==> src/rtl/vga_score_pkg.sv <==
// Shared types for the score counter: BCD digit triple, converter state, dabble helper.
package vga_score_pkg;

  localparam int MAX_BCD_DIGITS = 3;

  typedef struct packed {
    logic [3:0] d2;
    logic [3:0] d1;
    logic [3:0] d0;
  } bcd3_t;

  typedef enum logic [1:0] {
    ST_IDLE,
    ST_LOAD,
    ST_SHIFT,
    ST_DONE
  } conv_state_t;

  function automatic logic [3:0] dabble_adj(input logic [3:0] n);
    return (n >= 4'd5) ? n + 4'd3 : n;
  endfunction

endpackage

==> src/rtl/bin2bcd_seq.sv <==
// Sequential double-dabble converter: one LOAD cycle, W SHIFT cycles, one DONE cycle.
//   state    | meaning
//   ST_IDLE  | waiting for start
//   ST_LOAD  | snapshot binary input, clear accumulator
//   ST_SHIFT | adjust nibbles >= 5 by +3, then shift {acc, sr} left
//   ST_DONE  | publish accumulator to bcd, return to idle
module bin2bcd_seq
  import vga_score_pkg::*;
#(
  parameter int W = 10
) (
  input  logic         clk,
  input  logic         rst,
  input  logic         start,
  input  logic [W-1:0] bin,
  output logic         done,
  output logic         busy,
  output logic [W-1:0] bin_snap,
  output bcd3_t        bcd
);

  localparam int CNT_W = $clog2(W + 1);
  localparam int ACC_W = 4 * MAX_BCD_DIGITS;

  conv_state_t      state, state_next;
  logic [CNT_W-1:0] cnt;
  logic [W-1:0]     sr;
  logic [ACC_W-1:0] acc, acc_adj;

  always_ff @(posedge clk or posedge rst) begin
    if (rst) state <= ST_IDLE;
    else     state <= state_next;
  end

  always_comb begin
    state_next = state;
    case (state)
      ST_IDLE:  if (start) state_next = ST_LOAD;
      ST_LOAD:  state_next = ST_SHIFT;
      ST_SHIFT: if (cnt == '0) state_next = ST_DONE;
      ST_DONE:  state_next = ST_IDLE;
      default:  state_next = ST_IDLE;
    endcase
  end

  assign acc_adj = {dabble_adj(acc[11:8]), dabble_adj(acc[7:4]), dabble_adj(acc[3:0])};

  always_ff @(posedge clk or posedge rst) begin
    if (rst) begin
      cnt      <= '0;
      sr       <= '0;
      acc      <= '0;
      bin_snap <= '0;
      bcd      <= '0;
    end else begin
      case (state)
        ST_LOAD: begin
          sr       <= bin;
          bin_snap <= bin;
          acc      <= '0;
          cnt      <= CNT_W'(W - 1);
        end
        ST_SHIFT: begin
          acc <= {acc_adj[ACC_W-2:0], sr[W-1]};
          sr  <= {sr[W-2:0], 1'b0};
          cnt <= cnt - 1'b1;
        end
        ST_DONE: bcd <= bcd3_t'(acc);
        default: ;
      endcase
    end
  end

  assign done = (state == ST_DONE);
  assign busy = (state != ST_IDLE);

endmodule

==> src/rtl/vga_score_counter.sv <==
// Saturating game score with frame-synchronous BCD display.
// Optional high-score tracking enabled by defining SCORE_HISCORE_EN.
module vga_score_counter
  import vga_score_pkg::*;
#(
  parameter int SCORE_W   = 10,
  parameter int MAX_SCORE = 999,
  parameter int INC       = 1
) (
  input  logic       clk,
  input  logic       reset,
  input  logic       eat,
  input  logic       clear,
  input  logic       frame_start,
  output logic [3:0] digit2,
  output logic [3:0] digit1,
  output logic [3:0] digit0,
  output logic       busy,
  output logic       saturated,
  output logic [3:0] hi_digit2,
  output logic [3:0] hi_digit1,
  output logic [3:0] hi_digit0
);

  localparam logic [SCORE_W:0] MAX_EXT = (SCORE_W + 1)'(MAX_SCORE);
  localparam logic [SCORE_W:0] INC_EXT = (SCORE_W + 1)'(INC);

  logic [SCORE_W-1:0] score, score_next, conv_snap;
  logic [SCORE_W:0]   sum;
  logic               conv_req, conv_start, conv_busy, conv_done;
  bcd3_t              conv_bcd, disp;

  assign sum = {1'b0, score} + INC_EXT;

  always_comb begin
    score_next = score;
    if (clear)    score_next = '0;
    else if (eat) score_next = (sum > MAX_EXT) ? MAX_EXT[SCORE_W-1:0] : sum[SCORE_W-1:0];
  end

  assign conv_start = conv_req & ~conv_busy;

  // A change landing on the start edge keeps the request alive: requests coalesce.
  always_ff @(posedge clk or posedge reset) begin
    if (reset) begin
      score    <= '0;
      conv_req <= 1'b0;
      disp     <= '0;
    end else begin
      score    <= score_next;
      conv_req <= (score_next != score) | (conv_req & ~conv_start);
      if (frame_start) disp <= conv_bcd;
    end
  end

  bin2bcd_seq #(.W(SCORE_W)) u_conv (
    .clk      (clk),
    .rst      (reset),
    .start    (conv_start),
    .bin      (score),
    .done     (conv_done),
    .busy     (conv_busy),
    .bin_snap (conv_snap),
    .bcd      (conv_bcd)
  );

  assign digit2    = disp.d2;
  assign digit1    = disp.d1;
  assign digit0    = disp.d0;
  assign busy      = conv_busy | conv_req;
  assign saturated = (score == MAX_EXT[SCORE_W-1:0]);

`ifdef SCORE_HISCORE_EN
  logic [SCORE_W-1:0] last_conv, hi_score, hi_cand;
  bcd3_t              hi_cand_bcd, hi_bcd, hi_disp;
  logic               hi_pending;

  // The candidate is captured at clear, while conv_bcd/last_conv still hold the pre-clear result.
  always_ff @(posedge clk or posedge reset) begin
    if (reset) begin
      last_conv   <= '0;
      hi_score    <= '0;
      hi_cand     <= '0;
      hi_cand_bcd <= '0;
      hi_bcd      <= '0;
      hi_disp     <= '0;
      hi_pending  <= 1'b0;
    end else begin
      if (conv_done) last_conv <= conv_snap;
      if (clear && (last_conv > hi_score)) begin
        hi_pending  <= 1'b1;
        hi_cand     <= last_conv;
        hi_cand_bcd <= conv_bcd;
      end else if (hi_pending && !conv_busy && !conv_req) begin
        hi_pending <= 1'b0;
        hi_score   <= hi_cand;
        hi_bcd     <= hi_cand_bcd;
      end
      if (frame_start) hi_disp <= hi_bcd;
    end
  end

  assign hi_digit2 = hi_disp.d2;
  assign hi_digit1 = hi_disp.d1;
  assign hi_digit0 = hi_disp.d0;
`else
  logic unused_hi;
  assign unused_hi = ^{conv_done, conv_snap};
  assign hi_digit2 = 4'd0;
  assign hi_digit1 = 4'd0;
  assign hi_digit0 = 4'd0;
`endif

endmodule
==> config.mk <==
export PLATFORM = sky130hd
export DESIGN_NAME = vga_score_counter
export DESIGN_NICKNAME = d
export VERILOG_FILES = /design/src/rtl/vga_score_pkg.sv /design/src/rtl/bin2bcd_seq.sv /design/src/rtl/vga_score_counter.sv
export SDC_FILE = /design/constraint.sdc
export NUM_CORES = 1
export LEC_CHECK = 0
export CAP_MARGIN = 5
export CELL_PAD_IN_SITES_DETAIL_PLACEMENT = 1
export CELL_PAD_IN_SITES_GLOBAL_PLACEMENT = 2
export CORE_UTILIZATION = 37
export DETAILED_ROUTE_END_ITERATION = 16
export GPL_TIMING_DRIVEN = 0
export PLACE_DENSITY_LB_ADDON = 0.1
export SLEW_MARGIN = 30
export SYNTH_ARGS = -nofsm -noshare
export SYNTH_HDL_FRONTEND = slang
export SYNTH_SLANG_ARGS = --single-unit
==> constraint.sdc <==
create_clock -name clk -period 3.04 [get_ports clk]
set_clock_uncertainty 0.15 [all_clocks]
set_input_delay 0.304 -clock clk [delete_from_list [all_inputs] [get_ports clk]]
set_output_delay 0.304 -clock clk [all_outputs]
set_load 0.005 [all_outputs]
==> results.cfg <==
[global_routing]
grt_pass1_vias = 2689
antenna_found_initial = 0
track_usage_pct = 18.5
grt_overflow = 0
grt_pass1_wl_um = 13800
grt_max_degree = 45

[clocking]
clock_path_buffers = 2
clk-insertion-delay-late_ps = 350
cts_root_buf = clkbuf_8
cts_resized = 0
path_clk_slew_ps = 80
cts_hold_buf = 0
post_cts_buffers = 0
numCtsBuffers = 9
cts_sinks = 63
tritoncts = built
htreeDepth = 3

[synthesis]
synth_top_area_cell = dfrtp_1
synthCells = 333
synth-seq-cells = 63
synth_edf_count = 0
async_reset_ff_share_pct = 100
ys_types = 56
yosysTopAreaCellShare_pct = 45.9
synth_area_um2 = 3440
ys_top_cells_by_area = dfrtp_1, mux2_2, ha_1, a21oi_1, mux2i_1
synth_seq_area_share_pct = 45.9
avgSynthCellArea_um2 = 10.3
yosys_warnings = 0
synth_flop_cell = dfrtp_1

[routing]
post-route-drc-count = 0
viasPerCell = 5.32
routedWlPerCell_um = 16.5
drt_iter0_drc = 47
antenna_left = 0
wirelength_um = 8020
num_vias = 2585
top_layer = met4
dr_wl_met3_um = 215
dr.pass1.iters = 6
wl_met1_um = 3780
wl_met2_um = 3930

[timing]
fin_crit_sh_pct = 88.7
tightest_slew_ps = 675
maxSlewViolCount = 0
setup_tns_ps = 0
report.final.setup_viol = 0
max_freq_ghz = 0.371
rsz0062_at_grt = false
hold_viol_final = 0
holdWs_ps = 110
period_needed_ps = 2700
worst_slew_margin_rel_pct = 55.0

[final_layout]
areaGrowthSynthToFinish_pct = 17.6
drive_above_1_share_pct = 19.6
stdcell_count = 486
diodes = 0
layout_common_cells = dfrtp_1, nor2_1, mux2_2
fin_nets = 391
final_common_cell = dfrtp_1

[die]
initial_core_util_pct = 38.9
num_rows = 34
fp.dieW_um = 98.4
die_h_um = 98.4
core-area_um2 = 8850
top_level_ports = 31
die-area_um2 = 9680

[worst_setup_path]
r2r-start = score[1]$_DFF_PP0_
critical_path.cell_chain = ha_1 -> buf_2 -> nand4_1 -> nor3_2 -> nor3_1 -> a41oi_4 -> nand2_2 -> a311oi_2
startpoint = score[1]$_DFF_PP0_
slowest_stage = dfrtp_1
worstSetupEndpoint = score[1]$_DFF_PP0_
reg2regPathDepth = 8
crit_type = register to register
max_stage_delay_ps = 560
path_buf_inv = 1
startpoint_type = register
endpoint_kind = register
cp_num_cells = 8
worstPathMaxFanout = 10
cpLargestDelayFamily = simple AND/OR/NAND/NOR gates
critPathArrivalTime_ps = 2790
r2r-end = score[1]$_DFF_PP0_
r2r_slack_ps = 340
required_ps = 3140

[placement]
dp_hpwl_um = 5830
port_buffers = 17
post-place-cells = 470
gp_congestion = 0.811

[pwr]
ir_worst_vdd_v = 0.000334
cellLeakagePower_nw = 1.79
power.total_mw = 2.87
power_density_nw_per_um2 = 709

[job]
cap_violations = 0

[status]
status = complete, no violations

[hold_path]
hp-class = input pin to async pin
==> per-layer routing <==
metal	vias up	global-route usage (%)
met2	39	31.4
met4	0	5.74
met1	1285	23.3
li1	1253	-
met3	8	4.29
met5	-	0
==> synthesized netlist by cell type (all sizes together) (3+ instances only) <==
cell	number
nor2	28
a21oi	23
nor4	4
nor3	6
nand2	15
nand2b	7
and2	3
nand4	3
clkbuf	9
inv	23
buf	21
mux2	24
o22ai	10
xnor2	4
nor2b	3
nand3	7
ha	13
a311oi	3
a211oi	3
a31oi	7
mux2i	11
o21ai	13
dfrtp	63
==> metrics by stage <==
stage / setup WS [ps] / utilization (%) / cell area (µm²)
CTS: 375 / 45.7 / 4050
global placement: -235 / 42.8 / 3780
detailed placement: 396 / 43.1 / 3810
global route: 179 / 45.7 / 4050
finish: 344 / 45.7 / 4050
floorplan: 770 / - / 3480
==> state kept, by name (all words and copies together) (netlist names) <==
name and count:
u_conv.state 2, u_conv.acc 12, u_conv.bcd 12, u_conv.cnt 4
conv_req 1, digit2 4, u_conv.sr 10, digit0 4
digit1 4, score 10
==> final cells by class <==
class,count,area [µm²]
Fill cell,993,4800
Multi-Input combinational cell,228,1650
Sequential cell,63,1580
Timing Repair Buffer,18,198
Buffer,30,170
Clock buffer,10,138
Tap cell,108,135
Clock inverter,6,92.6
Inverter,23,88.8
==> how the worst min path moves through the flow <==
stage,start,to,slack [ps]
after floorplan,u_conv.sr[9]$_DFFE_PP0P_,u_conv.acc[0]$_DFFE_PP0P_,300
after global placement,u_conv.sr[9]$_DFFE_PP0P_,u_conv.acc[0]$_DFFE_PP0P_,320
after detailed placement,u_conv.sr[9]$_DFFE_PP0P_,u_conv.acc[0]$_DFFE_PP0P_,320
after CTS,reset,digit0[2]$_DFFE_PP0P_,110
after global routing,reset,digit0[2]$_DFFE_PP0P_,130
final,reset,digit0[2]$_DFFE_PP0P_,110
==> kinds of logic (layout without fill, tap and decap cells) <==
group           Yosys count  in the layout  synth area share [%]
compound gates           79             79                  16.7
xor+xnor                  5              5                  1.27
fa+ha+maj                13             13                  4.73
buf+inv                  53             87                  7.46
flops                    63             63                  45.9
mux                      35             35                  11.1
other cells               1             12                 0.109
simple gates             84             84                  12.8
==> where the power goes <==
part           switching (mW)  total (mW)  internal (mW)
Combinational           0.570       0.929          0.359
Clock                   0.365       0.853          0.488
Sequential             0.0940        1.09          0.991
==> worst reg2reg max path: stages (launching register included) <==
cell and delay [ps]:
dfrtp_1 560, ha_1 210, buf_2 190, nand4_1 240
nor3_2 340, nor3_1 150, a41oi_4 310, nand2_2 170
a311oi_2 290
Power figures use the tool's default switching activity.
